**src/rtl/uart_cmd_parser.sv**
```systemverilog
// Frame controller behind the UART receiver: finds HDR0/HDR1 frames, verifies CHK and issues write/read strobes.
// Strobes and err_flag are registered, one cycle after the CHK byte; the block never backpressures.
module uart_cmd_parser #(
   parameter int unsigned UART_BPS      = 9600,
   parameter int unsigned CLK_FREQ      = 50_000_000,
   parameter logic [7:0]  HDR0          = 8'h55,
   parameter logic [7:0]  HDR1          = 8'hAA,
   parameter int unsigned TIMEOUT_BYTES = 3
) (
   input  logic       sys_clk,
   input  logic       sys_rst,
   input  logic [7:0] pi_data,
   input  logic       pi_flag,
   output logic       wr_en,
   output logic [7:0] wr_addr,
   output logic [7:0] wr_data,
   output logic       rd_req,
   output logic [7:0] rd_addr,
   output logic       err_flag,
   output logic [1:0] err_code,
   output logic [7:0] err_cnt
);

   localparam int unsigned TIMEOUT_CYC  = (CLK_FREQ / UART_BPS) * 10 * TIMEOUT_BYTES;
   localparam logic [23:0] TIMEOUT_LAST = 24'(TIMEOUT_CYC - 1);

   typedef enum logic [2:0] {
      S_IDLE,
      S_H1,
      S_CMD,
      S_ADDR,
      S_DATA,
      S_CHK
   } state_t;

   state_t      state;
   logic [7:0]  cmd_q;
   logic [7:0]  addr_q;
   logic [7:0]  data_q;
   logic [7:0]  acc;
   logic [23:0] to_cnt;

   logic        err_hit;
   logic [1:0]  err_code_nxt;
   logic        cmd_wr;
   logic        cmd_rd;

   // A byte arriving on the expiry cycle takes priority over the timeout.
   always_comb begin
      err_hit      = 1'b0;
      err_code_nxt = 2'd0;
      cmd_wr       = 1'b0;
      cmd_rd       = 1'b0;
      if (pi_flag) begin
         if (state == S_CHK) begin
            if (pi_data != acc) begin
               err_hit      = 1'b1;
               err_code_nxt = 2'd1;
            end else if (cmd_q == 8'h01) begin
               cmd_wr = 1'b1;
            end else if (cmd_q == 8'h02) begin
               cmd_rd = 1'b1;
            end else begin
               err_hit      = 1'b1;
               err_code_nxt = 2'd2;
            end
         end
      end else if (state != S_IDLE && to_cnt == TIMEOUT_LAST) begin
         err_hit      = 1'b1;
         err_code_nxt = 2'd3;
      end
   end

   always_ff @(posedge sys_clk) begin
      if (sys_rst) begin
         state    <= S_IDLE;
         cmd_q    <= 8'd0;
         addr_q   <= 8'd0;
         data_q   <= 8'd0;
         acc      <= 8'd0;
         to_cnt   <= 24'd0;
         wr_en    <= 1'b0;
         wr_addr  <= 8'd0;
         wr_data  <= 8'd0;
         rd_req   <= 1'b0;
         rd_addr  <= 8'd0;
         err_flag <= 1'b0;
         err_code <= 2'd0;
         err_cnt  <= 8'd0;
      end else begin
         wr_en    <= cmd_wr;
         rd_req   <= cmd_rd;
         err_flag <= err_hit;
         if (cmd_wr) begin
            wr_addr <= addr_q;
            wr_data <= data_q;
         end
         if (cmd_rd) begin
            rd_addr <= addr_q;
         end
         if (err_hit) begin
            err_code <= err_code_nxt;
            if (err_cnt != 8'hFF) begin
               err_cnt <= err_cnt + 8'd1;
            end
         end

         if (pi_flag || state == S_IDLE) begin
            to_cnt <= 24'd0;
         end else begin
            to_cnt <= to_cnt + 24'd1;
         end

         if (pi_flag) begin
            case (state)
               S_IDLE: begin
                  if (pi_data == HDR0) state <= S_H1;
               end
               S_H1: begin
                  if (pi_data == HDR1)      state <= S_CMD;
                  else if (pi_data != HDR0) state <= S_IDLE;
               end
               S_CMD: begin
                  cmd_q <= pi_data;
                  acc   <= pi_data;
                  state <= S_ADDR;
               end
               S_ADDR: begin
                  addr_q <= pi_data;
                  acc    <= acc + pi_data;
                  state  <= S_DATA;
               end
               S_DATA: begin
                  data_q <= pi_data;
                  acc    <= acc + pi_data;
                  state  <= S_CHK;
               end
               S_CHK: begin
                  state <= S_IDLE;
               end
               default: state <= S_IDLE;
            endcase
         end else if (err_hit) begin
            state <= S_IDLE;
         end
      end
   end

endmodule

```
**config.mk**
```make
export PLATFORM = sky130hd
export DESIGN_NAME = uart_cmd_parser
export DESIGN_NICKNAME = d
export VERILOG_FILES = /design/src/rtl/uart_cmd_parser.sv
export SDC_FILE = /design/constraint.sdc
export NUM_CORES = 1
export LEC_CHECK = 0
export ABC_AREA = 1
export CELL_PAD_IN_SITES_DETAIL_PLACEMENT = 0
export CELL_PAD_IN_SITES_GLOBAL_PLACEMENT = 1
export CORE_MARGIN = 3
export CORE_UTILIZATION = 30
export CTS_CLUSTER_SIZE = 8
export DETAILED_ROUTE_END_ITERATION = 10
export PLACE_DENSITY_LB_ADDON = 0.12
export SLEW_MARGIN = 40
export SYNTH_ARGS = -nofsm -noshare
export SYNTH_HDL_FRONTEND = slang
export SYNTH_SLANG_ARGS = --single-unit
export TNS_END_PERCENT = 1
```
**constraint.sdc**
```tcl
create_clock -name sys_clk -period 4 [get_ports sys_clk]
set_input_delay 0.8 -clock sys_clk [delete_from_list [all_inputs] [get_ports sys_clk]]
set_output_delay 0.8 -clock sys_clk [all_outputs]
set_load 0.1 [all_outputs]
```
==> Word level (Yosys, flattened, before mapping) <==
Index checks and enable logic that the tools add are counted.
{ "op_classes": {"n_addsub": 3, "n_eq_ne": 15, "reduce_logical": 14, "mux": 28} }
{ "ops": {"columns": ["op", "count"], "rows": [
  ["$add A24 B1 Y24 const B", 1],
  ["$eq A24 B18 Y1 const B", 1],
  ["$pmux W8 S2", 1],
  ["$mux W1", 15],
  ["$mux W3", 5],
  ["$pmux W3 S5", 1],
  ["$mux W2", 6],
  ["$reduce_and A2 Y1", 5],
  ["$add A8 B1 Y8 const B", 1],
  ["$add A8 B8 Y8", 1],
  ["$eq A8 B1 Y1 const B", 1],
  ["$eq A8 B2 Y1 const B", 1],
  ["$eq A8 B7 Y1 const B", 1],
  ["$eq A8 B8 Y1 const B", 1],
  ["$ne A8 B7 Y1 const B", 1],
  ["$ne A8 B8 Y1", 1],
  ["$ne A8 B8 Y1 const B", 1],
  ["$eq A3 B2 Y1 const B", 2],
  ["$eq A3 B3 Y1 const B", 2],
  ["$ne A4 B4 Y1 const B", 1],
  ["$reduce_bool A2 Y1", 2],
  ["$reduce_or A2 Y1", 2],
  ["$eq A3 B1 Y1 const B", 1],
  ["$logic_not A3 Y1", 1],
  ["5 further kinds", 5]
]} }
{ "word_totals": {"reg_bits": 96, "word_cells": 74, "out_inout_bits": 37} }

==> Logic depth before layout (Yosys ltp) <==
Gate-level depths: netlist of run 1.
{ "depth": {"word_depth": 8, "depth_mapped": 12} }

==> Worst setup path after synthesis of run 1 <==
Ideal clock, no wire load.
{ "synth_path": {"kind": "reg-to-reg", "from": "register err_cnt[0]", "to": "register err_cnt[1]", "required_ns": 3.883, "arrival_time_ns": 2.253, "path_stages_with_launch": 9, "path_slack_ns": 1.630, "cell_sequence": "dfxtp_1 -> ha_1 -> nand2_1 -> nor3_2 -> nand3_1 -> nand2_1 -> inv_2 -> nor2_1 -> nor2_1"} }
{ "synth_via": {"elab_chain_len": 2} }
{ "synth_rtl": {"columns": ["element", "line_no", "text"], "rows": [
  ["start, declared", "21", "output logic [7:0] err_cnt"],
  ["start signal, assigned", "104", "err_cnt <= err_cnt + 8'd1;"],
  ["parallel branches: the longest is 2 deep, another holds $add A8 B1 Y8", null, null]
]} }
Several ways; the timed one is not identified.
A chain may end at the register's enable or synchronous reset.

==> Worst setup path in the final report of run 1 <==
{ "layout_path": {"from": "input port pi_data[2]", "to": "register err_cnt[1]"} }
{ "layout_via": {"elab_chain_len": 5} }
{ "layout_rtl": {"columns": ["element", "line_no", "text"], "rows": [
  ["start, declared", "12", "input logic [7:0] pi_data,"],
  ["$ne A8 B8 Y1", "56", "if (pi_data != acc) begin"],
  ["$mux W1", "56", null],
  ["$mux W1", "55", "if (state == S_CHK) begin"],
  ["$mux W1", "54", "if (pi_flag) begin"],
  ["$reduce_and A2 Y1 (no line)", null, null]
]} }
No other way between the ends.

==> metrics.txt, run 1 <==
Worst Skew 0.00966 ns; CP arrival ~3 ns; Mapped Area between 4000 and 5000 um^2; Max IR drop VDD 0.000240 V; Starting DRT DRC Count between 150 and 200; final worst path period share 68.8%; synthesized flop and latch total 96; RSZ-0062 raised after global routing false; WHS Path Cells 2; ys flop type dfxtp_1; max-slew violation count 0; first-pass GRT wire length 19800 um; GRT met3 Usage 3.50%; iteration count of the initial detailed-routing pass 4; Die X around 130 um; vias per cell 4.71; area of the multi-input gates 2220 um^2; CTS tree done; GR Layer Usage met1 19.4%; largest net degree at the start of global routing 28; slew at the pin closest to its max-slew limit ~0.69 ns; Hold Violations, Final 0; final net count 713; Max-slew headroom 54.1%; Final setup viols 0; post-synthesis mux area share 0%; clock slew seen by the registers of the worst setup and hold paths 0.07 ns; Post-synth EDFFs 0; Synth area leaders dfxtp_1 (42%), nor2_1 (8.8%), nand2_1 (8.6%), o21ai_0 (6.7%), a21oi_1 (6.4%); Setup TNS 0 ns; Lkg Pwr approximately 2.3 nW; DR vias 4152; Post-Syn Area per Cell 7.08 um^2; placed insts about 870; outcome completed; drt drc 0; Ant. Diodes 0; clk_lat worst skew 0.35 ns; layout cells sized above 1 12.3%; cells on worst reg2reg path 9; dominant cell type by area after synthesis dfxtp_1; post-synthesis simple-gate area fraction between 20% and 30%; post-cts sizing count 0; cts hold-fix bufs 0; fin area 5320 um^2; met2 Usage GRT 24.5%; row cnt between 40 and 50; global route hottest layer met2; critical path peak fanout 12; # IOs 48; Total GRT Usage 14.8%; Max Cap Violations 0; Initial Utilization 31.0%; clock buffer depth 2; CP max stage cell clkdlybuf4s50_1; initial antenna violation count 0; kind of critical path in -> reg; root buffer cell clkbuf_16; Hold Crit Class reg -> reg; XOR/XNOR Fraction of Synth Area 1.51%; H-Tree Depth 3; main combinational cell family by area after synthesis simple AND/OR/NAND/NOR gates; sequential cell area 1920 um^2; Critical Path Source Type input port; adder-cell area share of the yosys netlist under 10%; ys async rst share 0%; Die ar. 16700 um^2; DP Wirelength 8660 um; Filler cells roughly 1600; endpoint class of the critical path flip-flop; post-synthesis sequential area ratio 42.2%; Die Height 129 um; FMAX 363 MHz; Routability Congestion 0.796; core area 14700 um^2; Synth Net Count 665; dpl cell area 5020 um^2; PD cells 477 nW/um^2; Final Critical Period 2.75 ns; post-route ant nets 0; crit path cell chain clkdlybuf4s50_1 -> ha_1 -> inv_1 -> nand2_1 -> nor2_1 -> nand3_2 -> nand2_1 -> nand3_2 -> nand2_1 -> inv_2 -> nor2_1 -> nor2_1; WL final 11900 um; PortBufs between 40 and 50; Layout Utilization between 30% and 40%; crit-path max cell delay 0.56 ns; Area Overhead vs Synth 16.7%; post-synthesis compound-gate area fraction 14.5%; total grt overflow 0; number of global-route vias before repair 4032; Yosys warnings 0; routed wire length per instance roughly 13 um; Num CTS Buffers 9; top cell type's share of synthesized area 42.2%; Cell variety after synth 38; WP data required 4.24 ns; Non-Filler Instances 881; clock sinks 96; setup bufs post-CTS 0; cells after synthesis 644; Tot Pwr 2.54 mW
per-layer routing:
| layer | vias up | routed length, um |
|---|---|---|
| met5 | - | 0 |
| met4 | 0 | 156 |
| met3 | 12 | 461 |
| met2 | 70 | 5490 |
| met1 | 1882 | 5760 |
| li1 | 2188 | - |
area by class of cell:
| cell class | count | area share [%] |
|---|---|---|
| sequential | 96 | 36.1 |
| clock inverter | 6 | 1.06 |
| timing repair buffer | 52 | 6.07 |
| tap | 184 | 4.33 |
| multi-input combinational | 448 | 41.8 |
| clock buffer | 10 | 4.49 |
| inverter | 85 | 6.09 |
cells by family after synthesis:
group	count (synthesis)
AO/OA/AOI/OAI	129
buffers and inverters	100
flip-flops	96
XOR/XNOR	7
AND/OR/NAND/NOR	302
adder cells (fa/ha/maj)	10
worst max-delay path, delay by kind of cell:
family / cells / cell delay [ns]
buffers and inverters: 3 / 0.71
adder cells (fa/ha/maj): 1 / 0.41
AND/OR/NAND/NOR: 8 / 1.07
Yosys cell counts (2+ instances only):
master	instances
nor3_1	13
xor2_1	6
buf_2	2
and3_1	2
nor2_1	107
inv_2	5
inv_1	77
clkbuf_1	9
nand2_2	5
nor2_4	2
dfxtp_1	96
ha_1	9
a21oi_1	58
o21ai_0	61
or2_2	2
nand3b_1	3
nand4_1	7
nand2_1	104
nor3_4	2
a211oi_1	2
nand3_1	43
nand3_2	3
buf_6	4
inv_4	2
a31oi_1	4
nor2_2	3
nor4_1	2
power breakdown:
group	internal (mW)	switching [mW]	total [mW]
sequential	1.04	0.0614	1.10
clock	0.453	0.404	0.857
combinational	0.189	0.394	0.583
total	1.68	0.859	2.54
final timing paths:
path              start         end  slack (ns)
max reg2reg      acc[3]  err_cnt[1]        2.04
max          pi_data[2]  err_cnt[1]        1.25
min           data_q[6]   data_q[6]        0.45
min reg2reg   data_q[6]   data_q[6]        0.45
cell usage in the layout (no fill, tap or decap), types with 3 or more instances in the layout:
cell and n:
a21oi_1 58, nand2_1 104, nor3_1 13, nor2_1 107
nand3_1 43, clkdlybuf4s50_1 10, nand3_2 3, clkbuf_16 9
inv_1 77, nand4_1 7, dfxtp_1 96, nor2_2 3
nand3b_1 3, o21ai_0 61, a31oi_1 4, xor2_1 6
inv_2 5, buf_2 37, buf_4 5, nand2_2 5
ha_1 9
flip-flops by register name, indices dropped and copies added (netlist names), 2 cells and up:
signal / count
err_code: 2
data_q: 8
rd_addr: 8
state: 3
addr_q: 8
wr_data: 8
err_cnt: 8
to_cnt: 24
wr_addr: 8
acc: 8
cmd_q: 8
stage by stage:
| step | hold WS, ns | worst slack (ns) |
|---|---|---|
| 4_1_cts | 0.449 | 1.26 |
| 3_5_place_dp | 0.437 | 0.887 |
| 6_report | 0.448 | 1.25 |
| 3_3_place_gp | 0.429 | 0.914 |
| 2_1_floorplan | 0.418 | 1.63 |
| 5_1_grt | 0.470 | 0.988 |
Note: power is estimated with default switching activity, not from simulation.
==> inputs of run 2 (changes only) <==
==> constraint.sdc (replaced) <==
create_clock -name sys_clk -period 2.6 [get_ports sys_clk]
set_input_delay 0.52 -clock sys_clk [delete_from_list [all_inputs] [get_ports sys_clk]]
set_output_delay 0.52 -clock sys_clk [all_outputs]
set_load 0.1 [all_outputs]
==> run 2 against run 1 <==
Compared with the run above: first-iteration DRC count grew 35%; sequential power grew 54%; combinational power grew 63%; sequential cell count is the same; critical path type unchanged; largest power group unchanged.
==> metrics.txt, run 2 (synthesis gave the netlist of run 1 again) <==
FMAX 441 MHz; layout cells sized above 1 14.4% (was 12.3%); min-delay src to_cnt[0] (was data_q[6]); max-slew violation count 0 (unchanged); Total GRT Usage 15.2% (was 14.8%); endpoint class of the critical path flip-flop (unchanged); Die X 129 um (unchanged); clock sinks 96 (unchanged); kind of critical path in -> reg (unchanged); clock buffer depth 2 (unchanged); CP arrival 2.51 ns (was 3.00 ns); final worst path period share 87.2%; root buffer cell clkbuf_16 (unchanged); Final Critical Period 2.27 ns; drt drc 0 (unchanged); largest net degree at the start of global routing 42 (was 28); final net count 731 (was 713); initial antenna violation count 0 (unchanged); Die Height 129 um (unchanged); r2r startpoint acc[3] (unchanged); Hold Crit Class reg -> reg (unchanged); DP Wirelength 8820 um (was 8660 um); outcome completed (unchanged); critical path peak fanout 17 (was 12); Die ar. 16700 um^2 (unchanged); core area 14700 um^2 (unchanged); Max-slew headroom 70.8% (was 54.1%); routed wire length per instance 13.2 um (was 13.5 um); PortBufs 47 (unchanged); Layout Utilization 38.0% (was 36.2%); Largest register FFs 24 (unchanged); number of global-route vias before repair 4184 (was 4032); row cnt 44 (unchanged); post-route ant nets 0 (unchanged); Lkg Pwr 2.44 nW (was 2.34 nW); placed insts 883 (was 865); Routability Congestion 0.786 (was 0.796); Max Cap Violations 0 (unchanged); CTS tree done (unchanged); cells on worst reg2reg path 9 (unchanged); clk_lat worst skew 0.35 ns (about the same); Starting DRT DRC Count 223 (was 165); most common cell after layout, fill and taps aside nor2_1 (unchanged); most frequent cells in the layout nor2_1 (107), nand2_1 (104), dfxtp_1 (96) (unchanged); Max IR drop VDD 0.000318 V (was 0.000240 V); fin area 5580 um^2 (was 5320 um^2); Worst Hold Path EP to_cnt[0] (was data_q[6]); Critical Path Source Type input port (unchanged); Initial Utilization 31.0% (unchanged); WL final 11800 um (was 11900 um); Area Overhead vs Synth 22.5% (was 16.7%); Worst Skew 0.00848 ns (was 0.00966 ns); post-cts sizing count 0 (unchanged); dpl cell area 5260 um^2 (was 5020 um^2); Num CTS Buffers 9 (unchanged); H-Tree Depth 3 (unchanged); Ant. Diodes 0 (unchanged); clock slew seen by the registers of the worst setup and hold paths 0.07 ns (about the same); PD cells 734 nW/um^2 (was 477 nW/um^2); Top reg by flops to_cnt (unchanged); WHS Path Cells 1 (was 2); slew at the pin closest to its max-slew limit 0.438 ns (was 0.686 ns); # IOs 48 (unchanged); DR vias 4179 (was 4152); total grt overflow 0 (unchanged); FF-to-FF setup slack 0.67 ns (was 2.04 ns); iteration count of the initial detailed-routing pass 4 (unchanged); vias per cell 4.65 (was 4.71); Final setup viols 0 (unchanged); R2R Path End wr_addr[5] (was err_cnt[1]); WP data required 2.84 ns (was 4.24 ns); RSZ-0062 raised after global routing false (unchanged); cts hold-fix bufs 0 (unchanged); Hold Violations, Final 0 (unchanged); Non-Filler Instances 899 (was 881); first-pass GRT wire length 20400 um (was 19800 um); setup bufs post-CTS 0 (unchanged)
-- run 2: worst max path at each step --
| stage | depth (start not counted) | slack (ns) | from | to |
|---|---|---|---|---|
| floorplan | 8 | 0.23 | err_cnt[0] | err_cnt[1] |
| global placement | 10 | -0.04 | pi_data[3] | wr_addr[5] |
| detailed placement | 10 | -0.03 | pi_data[3] | wr_addr[5] |
| CTS | 10 | 0.35 | pi_data[3] | wr_addr[5] |
| global route | 12 | 0.19 | pi_data[4] | rd_addr[5] |
| finish | 12 | 0.33 | pi_data[4] | wr_addr[5] |
-- run 2: routing by layer --
metal	global-route usage, %	routed length (um)	up-vias
met1	20.3	5880	1892
li1	-	-	2221
met2	24.6	5420	56
met4	3.21	93	0
met5	0	0	-
met3	4.45	443	10
-- run 2: report_power, final --
part           internal, mW  switching (mW)
clock                 0.851           0.607
combinational         0.340           0.609
sequential             1.60          0.0923
total                  2.79            1.31
-- run 2: critical path, stage by stage --
cell and delay (ns):
clkdlybuf4s50_1 0.47, ha_1 0.37, inv_2 0.09, nand2_1 0.05, nor2_1 0.13, nand3_2 0.15, nor2_2 0.16, inv_4 0.07
nor2_8 0.17, inv_4 0.12, nor2_1 0.14, nor2_1 0.06
-- run 2: cell type report --
class                      count  area, um^2
clock inverter                 6        91.3
clock buffer                  10         229
multi-input combinational    448        2220
tap                          184         230
fill                        1540        9120
timing repair buffer          70         563
inverter                      85         324
sequential                    96        1920
-- run 2: metrics by stage --
stage	setup slack (ns)	power, mW	TNS [ns]	hold slack [ns]
4_1_cts	0.345	4.15	0	0.450
6_report	0.332	4.10	0	0.445
5_1_grt	0.189	4.38	0	0.466
3_5_place_dp	-0.0276	2.68	-0.0408	0.439
2_1_floorplan	0.230	2.39	0	0.418
3_3_place_gp	-0.0383	2.68	-0.0654	0.430
